### config.mk
export PLATFORM = sky130hd
export DESIGN_NAME = bram_be_arbiter
export DESIGN_NICKNAME = d
export VERILOG_FILES = /design/src/rtl/bram_be_arbiter.sv
export SDC_FILE = /design/constraint.sdc
export NUM_CORES = 1
export LEC_CHECK = 0
export BUFFER_PORTS_ARGS = -buffer_cell sky130_fd_sc_hd__buf_2
export CAP_MARGIN = 20
export CORE_AREA = 2 2 96 98
export CTS_CLUSTER_SIZE = 8
export DETAILED_ROUTE_END_ITERATION = 8
export DIE_AREA = 0 0 98 100
export PLACE_DENSITY = 0.6
export SYNTH_ARGS = -nofsm -noshare
export SYNTH_HDL_FRONTEND = slang
export SYNTH_SLANG_ARGS = --single-unit
export TNS_END_PERCENT = 1
### constraint.sdc
create_clock -name CLK -period 2.5 [get_ports CLK]
set_clock_uncertainty 0.15 [all_clocks]
set_input_delay 0.375 -clock CLK [delete_from_list [all_inputs] [get_ports CLK]]
set_output_delay 0.375 -clock CLK [all_outputs]
set_load 0.1 [all_outputs]
### src/rtl/bram_be_arbiter.sv
// bram_be_arbiter: shares one dual-port byte-enable block RAM
// (1 read port, 1 write port, 1-cycle registered read) between
// NUM_CLIENTS requesters. Reads and writes have independent
// round-robin arbiters. A read that would hit the address being
// written in the same cycle is held off for that cycle.
//
// Ports:
//   CLK, RST        clock (rising), async active-high reset
//   RD_REQ_VALID/ADDR/READY   per-client read request, 1-hot grant
//   RD_RESP_VALID/DATA        1-hot response strobe, shared data
//   WR_REQ_VALID/ADDR/DATA/BE/READY  per-client write, 1-hot grant
//   RAM_RD_ADDR/RE, RAM_WR_ADDR/DI/WE/BE, RAM_DO  block RAM side
//   STALL_COUNT     saturating collision-stall counter, present
//                   only when BRAM_ARB_STATS_EN is defined
module bram_be_arbiter #(
  parameter int NUM_CLIENTS = 2,
  parameter int ADDR_WIDTH  = 10,
  parameter int DATA_WIDTH  = 32,
  parameter int BE_WIDTH    = DATA_WIDTH / 8
) (
  input  logic                              CLK,
  input  logic                              RST,
  input  logic [NUM_CLIENTS-1:0]            RD_REQ_VALID,
  input  logic [NUM_CLIENTS*ADDR_WIDTH-1:0] RD_REQ_ADDR,
  output logic [NUM_CLIENTS-1:0]            RD_REQ_READY,
  output logic [NUM_CLIENTS-1:0]            RD_RESP_VALID,
  output logic [DATA_WIDTH-1:0]             RD_RESP_DATA,
  input  logic [NUM_CLIENTS-1:0]            WR_REQ_VALID,
  input  logic [NUM_CLIENTS*ADDR_WIDTH-1:0] WR_REQ_ADDR,
  input  logic [NUM_CLIENTS*DATA_WIDTH-1:0] WR_REQ_DATA,
  input  logic [NUM_CLIENTS*BE_WIDTH-1:0]   WR_REQ_BE,
  output logic [NUM_CLIENTS-1:0]            WR_REQ_READY,
  output logic [ADDR_WIDTH-1:0]             RAM_RD_ADDR,
  output logic                              RAM_RE,
  output logic [ADDR_WIDTH-1:0]             RAM_WR_ADDR,
  output logic [DATA_WIDTH-1:0]             RAM_DI,
  output logic                              RAM_WE,
  output logic [BE_WIDTH-1:0]               RAM_BE,
  input  logic [DATA_WIDTH-1:0]             RAM_DO
`ifdef BRAM_ARB_STATS_EN
  ,
  output logic [15:0]                       STALL_COUNT
`endif
);

  localparam int PW = (NUM_CLIENTS > 1) ? $clog2(NUM_CLIENTS) : 1;

  typedef logic [PW-1:0] idx_t;

  localparam logic [NUM_CLIENTS-1:0] ONE = NUM_CLIENTS'(1);
  localparam idx_t LAST = idx_t'(NUM_CLIENTS - 1);

  // Round-robin pick. Walking from the farthest slot back to the
  // nearest lets the nearest valid requester overwrite the result,
  // so the first valid client after `last` wins without a break.
  // Result is {found, index}.
  function automatic logic [PW:0] rr_pick(
    input logic [NUM_CLIENTS-1:0] req,
    input idx_t                   last
  );
    logic [PW:0] res;
    int          idx;
    idx_t        sel;
    res = '0;
    for (int k = NUM_CLIENTS; k >= 1; k--) begin
      idx = int'(last) + k;
      if (idx >= NUM_CLIENTS) idx = idx - NUM_CLIENTS;
      sel = idx_t'(idx);
      if (req[sel]) res = {1'b1, sel};
    end
    return res;
  endfunction

  idx_t                   wptr_q, wptr_d;
  idx_t                   rptr_q, rptr_d;
  logic [NUM_CLIENTS-1:0] resp_sel_q, resp_sel_d;

  logic [PW:0]            wpick;
  logic [PW:0]            rpick;
  logic                   wr_go;
  idx_t                   wr_idx;
  logic                   rd_cand;
  idx_t                   rd_idx;
  logic [ADDR_WIDTH-1:0]  wr_addr;
  logic [ADDR_WIDTH-1:0]  rd_addr;
  logic                   collision;
  logic                   rd_go;

  // Arbitration. Nothing is granted while reset is asserted.
  always_comb begin
    wpick   = rr_pick(WR_REQ_VALID, wptr_q);
    rpick   = rr_pick(RD_REQ_VALID, rptr_q);
    wr_go   = wpick[PW] & ~RST;
    wr_idx  = wpick[PW-1:0];
    rd_cand = rpick[PW] & ~RST;
    rd_idx  = rpick[PW-1:0];
  end

  // Payload muxes, selected by winner index.
  always_comb begin
    wr_addr = WR_REQ_ADDR[int'(wr_idx)*ADDR_WIDTH +: ADDR_WIDTH];
    rd_addr = RD_REQ_ADDR[int'(rd_idx)*ADDR_WIDTH +: ADDR_WIDTH];
    RAM_DI  = WR_REQ_DATA[int'(wr_idx)*DATA_WIDTH +: DATA_WIDTH];
    RAM_BE  = WR_REQ_BE[int'(wr_idx)*BE_WIDTH +: BE_WIDTH];
  end

  // The RAM gives undefined read data when both ports hit the same
  // address in one cycle; the write wins and the read waits.
  assign collision = wr_go & rd_cand & (rd_addr == wr_addr);
  assign rd_go     = rd_cand & ~collision;

  assign RAM_WE      = wr_go;
  assign RAM_WR_ADDR = wr_addr;
  assign RAM_RE      = rd_go;
  assign RAM_RD_ADDR = rd_addr;

  assign WR_REQ_READY = wr_go ? (ONE << wr_idx) : '0;
  assign RD_REQ_READY = rd_go ? (ONE << rd_idx) : '0;

  always_comb begin
    wptr_d     = wr_go ? wr_idx : wptr_q;
    rptr_d     = rd_go ? rd_idx : rptr_q;
    resp_sel_d = RD_REQ_READY;
  end

  // Pointers reset to the last index so client 0 is searched first.
  always_ff @(posedge CLK or posedge RST) begin
    if (RST) begin
      wptr_q     <= LAST;
      rptr_q     <= LAST;
      resp_sel_q <= '0;
    end else begin
      wptr_q     <= wptr_d;
      rptr_q     <= rptr_d;
      resp_sel_q <= resp_sel_d;
    end
  end

  // Response strobe follows the grant by the RAM's read latency;
  // data is the RAM output as-is, shared by all clients.
  assign RD_RESP_VALID = resp_sel_q;
  assign RD_RESP_DATA  = RAM_DO;

`ifdef BRAM_ARB_STATS_EN
  logic [15:0] stall_q, stall_d;

  always_comb begin
    stall_d = stall_q;
    if (collision && (stall_q != 16'hFFFF)) stall_d = stall_q + 16'd1;
  end

  always_ff @(posedge CLK or posedge RST) begin
    if (RST) stall_q <= '0;
    else     stall_q <= stall_d;
  end

  assign STALL_COUNT = stall_q;
`endif

endmodule

==> impl_metrics.csv <==
group,metric,value,unit
outcome,outcome,"complete, but fails checks",
outcome,violations,"setup timing",
critical_path,r2r_end,"RD_RESP_VALID[0]$_DFF_PP0_",
power,clock_power_share,8.6,%
clock_network,clockBufferDepth,2,
power,p_sw_share,59.5,%
global_routing,grt_pass1_wl,7.98,mm
power,p_seq_share,5.1,%
synth,synth.distinct_cells,22,
power,power,1.61,mW
sta,timing.final.ws_setup,-0.664,ns
place,portBuffers,181,
sta,period_share,127,%
synth,async_reset_ff_share,100,%
sta,tightest_slew,0.507,ns
clock_network,cts_made_buffers,3,
place,hpwlAfterDp,4.99,mm
place,place_ws,-0.663,ns
detailed_routing,wirelength,5.54,mm
floorplanning,core-area,0.00889,mm^2
sta,fmax,0.316,GHz
worst_hold_path,min_from,"wptr_q$_DFFE_PP1P_",
final_layout,area_growth,129,%
power,p_per_area,550,mW/mm^2
sta,rsz0062_at_grt,"yes",
synth,synth_warnings,0,
worst_hold_path,hold_end,"wptr_q$_DFFE_PP1P_",
detailed_routing,vias,1636,
detailed_routing,drt-initial-drc-count,9,
power,power_switching,959,uW
critical_path,path_class,"reg2out",
final_layout,finalNonFillerCells,421,
synth,synth_seq_cells,4,
final_layout,layout-drive-gt1-share,91.3,%
synth,yosysSeqAreaShare,8.02,%
power,comb_power_share,86.3,%
synth,synthFlopType,"dfstp_2",
floorplanning,rows,35,
clock_network,clk_latency,0.22,ns
synth,synth_fp_nets,280,
critical_path,endpoint_kind,"output port",
power,p_int,653,uW
flow_run,drv_cap,0,
global_routing,grt_pass1_vias,1711,
critical_path,path_max_fanout,11,
synth,netlist_area,0.00128,mm^2
sta,holdWs,0.377,ns
critical_path,reg2reg_depth,9,
clock_network,cts_max_level,1,
floorplanning,start_util,14.4,%
detailed_routing,drtPass1Iterations,4,
detailed_routing,viasPerCell,3.89,
synth,syn_area_per_cell,9.84,um^2
power,p_leak,1.54,nW
worst_hold_path,hold_path_class,"reg2reg",
critical_path,r2r_slack,-0.14,ns
critical_path,r2r-start,"rptr_q$_DFFE_PP1P_",
sta,slew_viol_final,0,
final_layout,antennaDiodeCount,0,
floorplanning,ios,246,
critical_path,arrival,2.64,ns
place,gp_congestion,0.811,
place,dp_cells,417,
global_routing,overflow,0,
synth,synth_edf_count,0,
floorplanning,die_x,98,um
sta,finalHoldViolations,0,
floorplanning,die_h,100,um
critical_path,cp.required,1.98,ns
sta,finalSetupViolCount,6,
detailed_routing,routedWlPerCell,13.2,um
floorplanning,fp.dieArea,0.00980,mm^2
critical_path,cp-start-kind,"flip-flop",
clock_network,cts_sinks,4,
global_routing,antenna_found_initial,0,
sta,relSlewSlack,66.4,%
global_routing,grt_util_all_layers,10.1,%
global_routing,grt_max_degree,31,
clock_network,cts_setup_buffers,0,
final_layout,fin_nets,462,
sta,fin_crit,3.16,ns
final_layout,final_util,32.9,%
clock_network,path_clk_slew,0.03,ns
detailed_routing,ant_nets,0,
clock_network,cts_tree,"done",
power,ir_drop,0.000183,V
detailed_routing,drc,0,
worst_hold_path,hold_depth,1,
synth,syn_inst,130,
clock_network,cts-root-buf,"clkbuf_8",
cells in the mapped netlist (2+ instances only):
cell type,instances,area [um^2]
buf_4,32,240
mux2_2,49,552
dfrtp_1,2,50.1
a21boi_2,2,22.5
buf_6,2,22.5
inv_1,5,18.8
xor2_1,10,87.6
mux2_4,7,105
nor2_1,4,15.0
or4_4,2,22.5
clkbuf_1,3,11.3
dfstp_2,2,52.6
cells by family after synthesis:
| family | share of synthesized area [%] |
|---|---|
| multiplexers | 51.4 |
| flip-flops | 8.02 |
| AND/OR/NAND/NOR | 4.21 |
| AO/OA/AOI/OAI | 6.36 |
| buffers and inverters | 23.2 |
| XOR/XNOR | 6.85 |
worst max-delay path, stage by stage, from the launching register on:
cell	delay, ns
dfstp_2	0.53
a21boi_2	0.07
buf_12	0.15
mux2_4	0.31
xor2_1	0.16
or4_4	0.55
o31ai_4	0.27
buf_12	0.16
a211oi_4	0.04
buf_12	0.17
area by class of cell:
cell class,instances,area [um^2]
fill,918,5960
timing repair buffer,215,1670
multi-input combinational,83,960
tap,111,139
sequential,4,103
clock buffer,3,41.3
inverter,5,18.8
power groups by stage:
stage               combinational [mW]  sequential [mW]  clock, mW
detailed placement                1.38           0.0828          0
global route                      1.43           0.0829      0.146
finish                            1.39           0.0822      0.139
CTS                               1.40           0.0822      0.144
global placement                  1.37           0.0826          0
floorplan                         1.17           0.0986          0
sequential cells by signal, indices dropped and copies added (netlist names):
register and flops:
rptr_q 1, wptr_q 1, RD_RESP_VALID 2
how the worst max path moves through the flow:
stage                            endpoint  slack, ns          startpoint
after floorplan           RD_REQ_READY[0]      -0.58  rptr_q$_DFFE_PP1P_
after global placement    RD_REQ_READY[0]      -0.65     WR_REQ_VALID[0]
after detailed placement  RD_REQ_READY[0]      -0.66     WR_REQ_VALID[0]
after CTS                 RD_REQ_READY[0]      -0.67  rptr_q$_DFFE_PP1P_
after global routing      RD_REQ_READY[0]      -0.73  wptr_q$_DFFE_PP1P_
final                     RD_REQ_READY[0]      -0.66  rptr_q$_DFFE_PP1P_
routing by layer:
layer | part of all wire, % | track usage, %
met4 | 2.9 | 4.91
met1 | 33 | 10.0
met5 | 0 | 0
met2 | 56 | 19.7
met3 | 7.5 | 2.09
metrics by stage:
stage / instance area [um^2] / setup TNS, ns
2_1_floorplan: 1360 / -4.35
6_report: 2930 / -2.21
3_5_place_dp: 2830 / -2.50
4_1_cts: 2930 / -2.23
5_1_grt: 2930 / -2.56
3_3_place_gp: 2830 / -2.41
layout by cell type, fill, tap and decap left out:
cell,n
o311ai_0,1
dfrtp_1,2
clkbuf_8,3
o21ai_0,1
and2_1,1
a2bb2oi_1,1
nand2_1,1
a21boi_2,1
o31ai_4,1
mux2_4,19
dlygate4sd3_1,1
inv_1,5
a21o_1,1
dfstp_2,2
or4_4,2
buf_4,30
a211oi_4,1
mux2_2,37
buf_12,34
nor2_4,2
buf_2,150
or3_1,1
a21boi_4,1
nor2_1,2
xor2_1,10
repair_timing:
item,4_1_cts,5_1_grt
gates resized for setup,12,0
hold endpoints to repair,2,0
setup endpoints to repair,6,6
pin swaps,1,0
hold buffers,1,0
(Power assumes the default switching activity.)
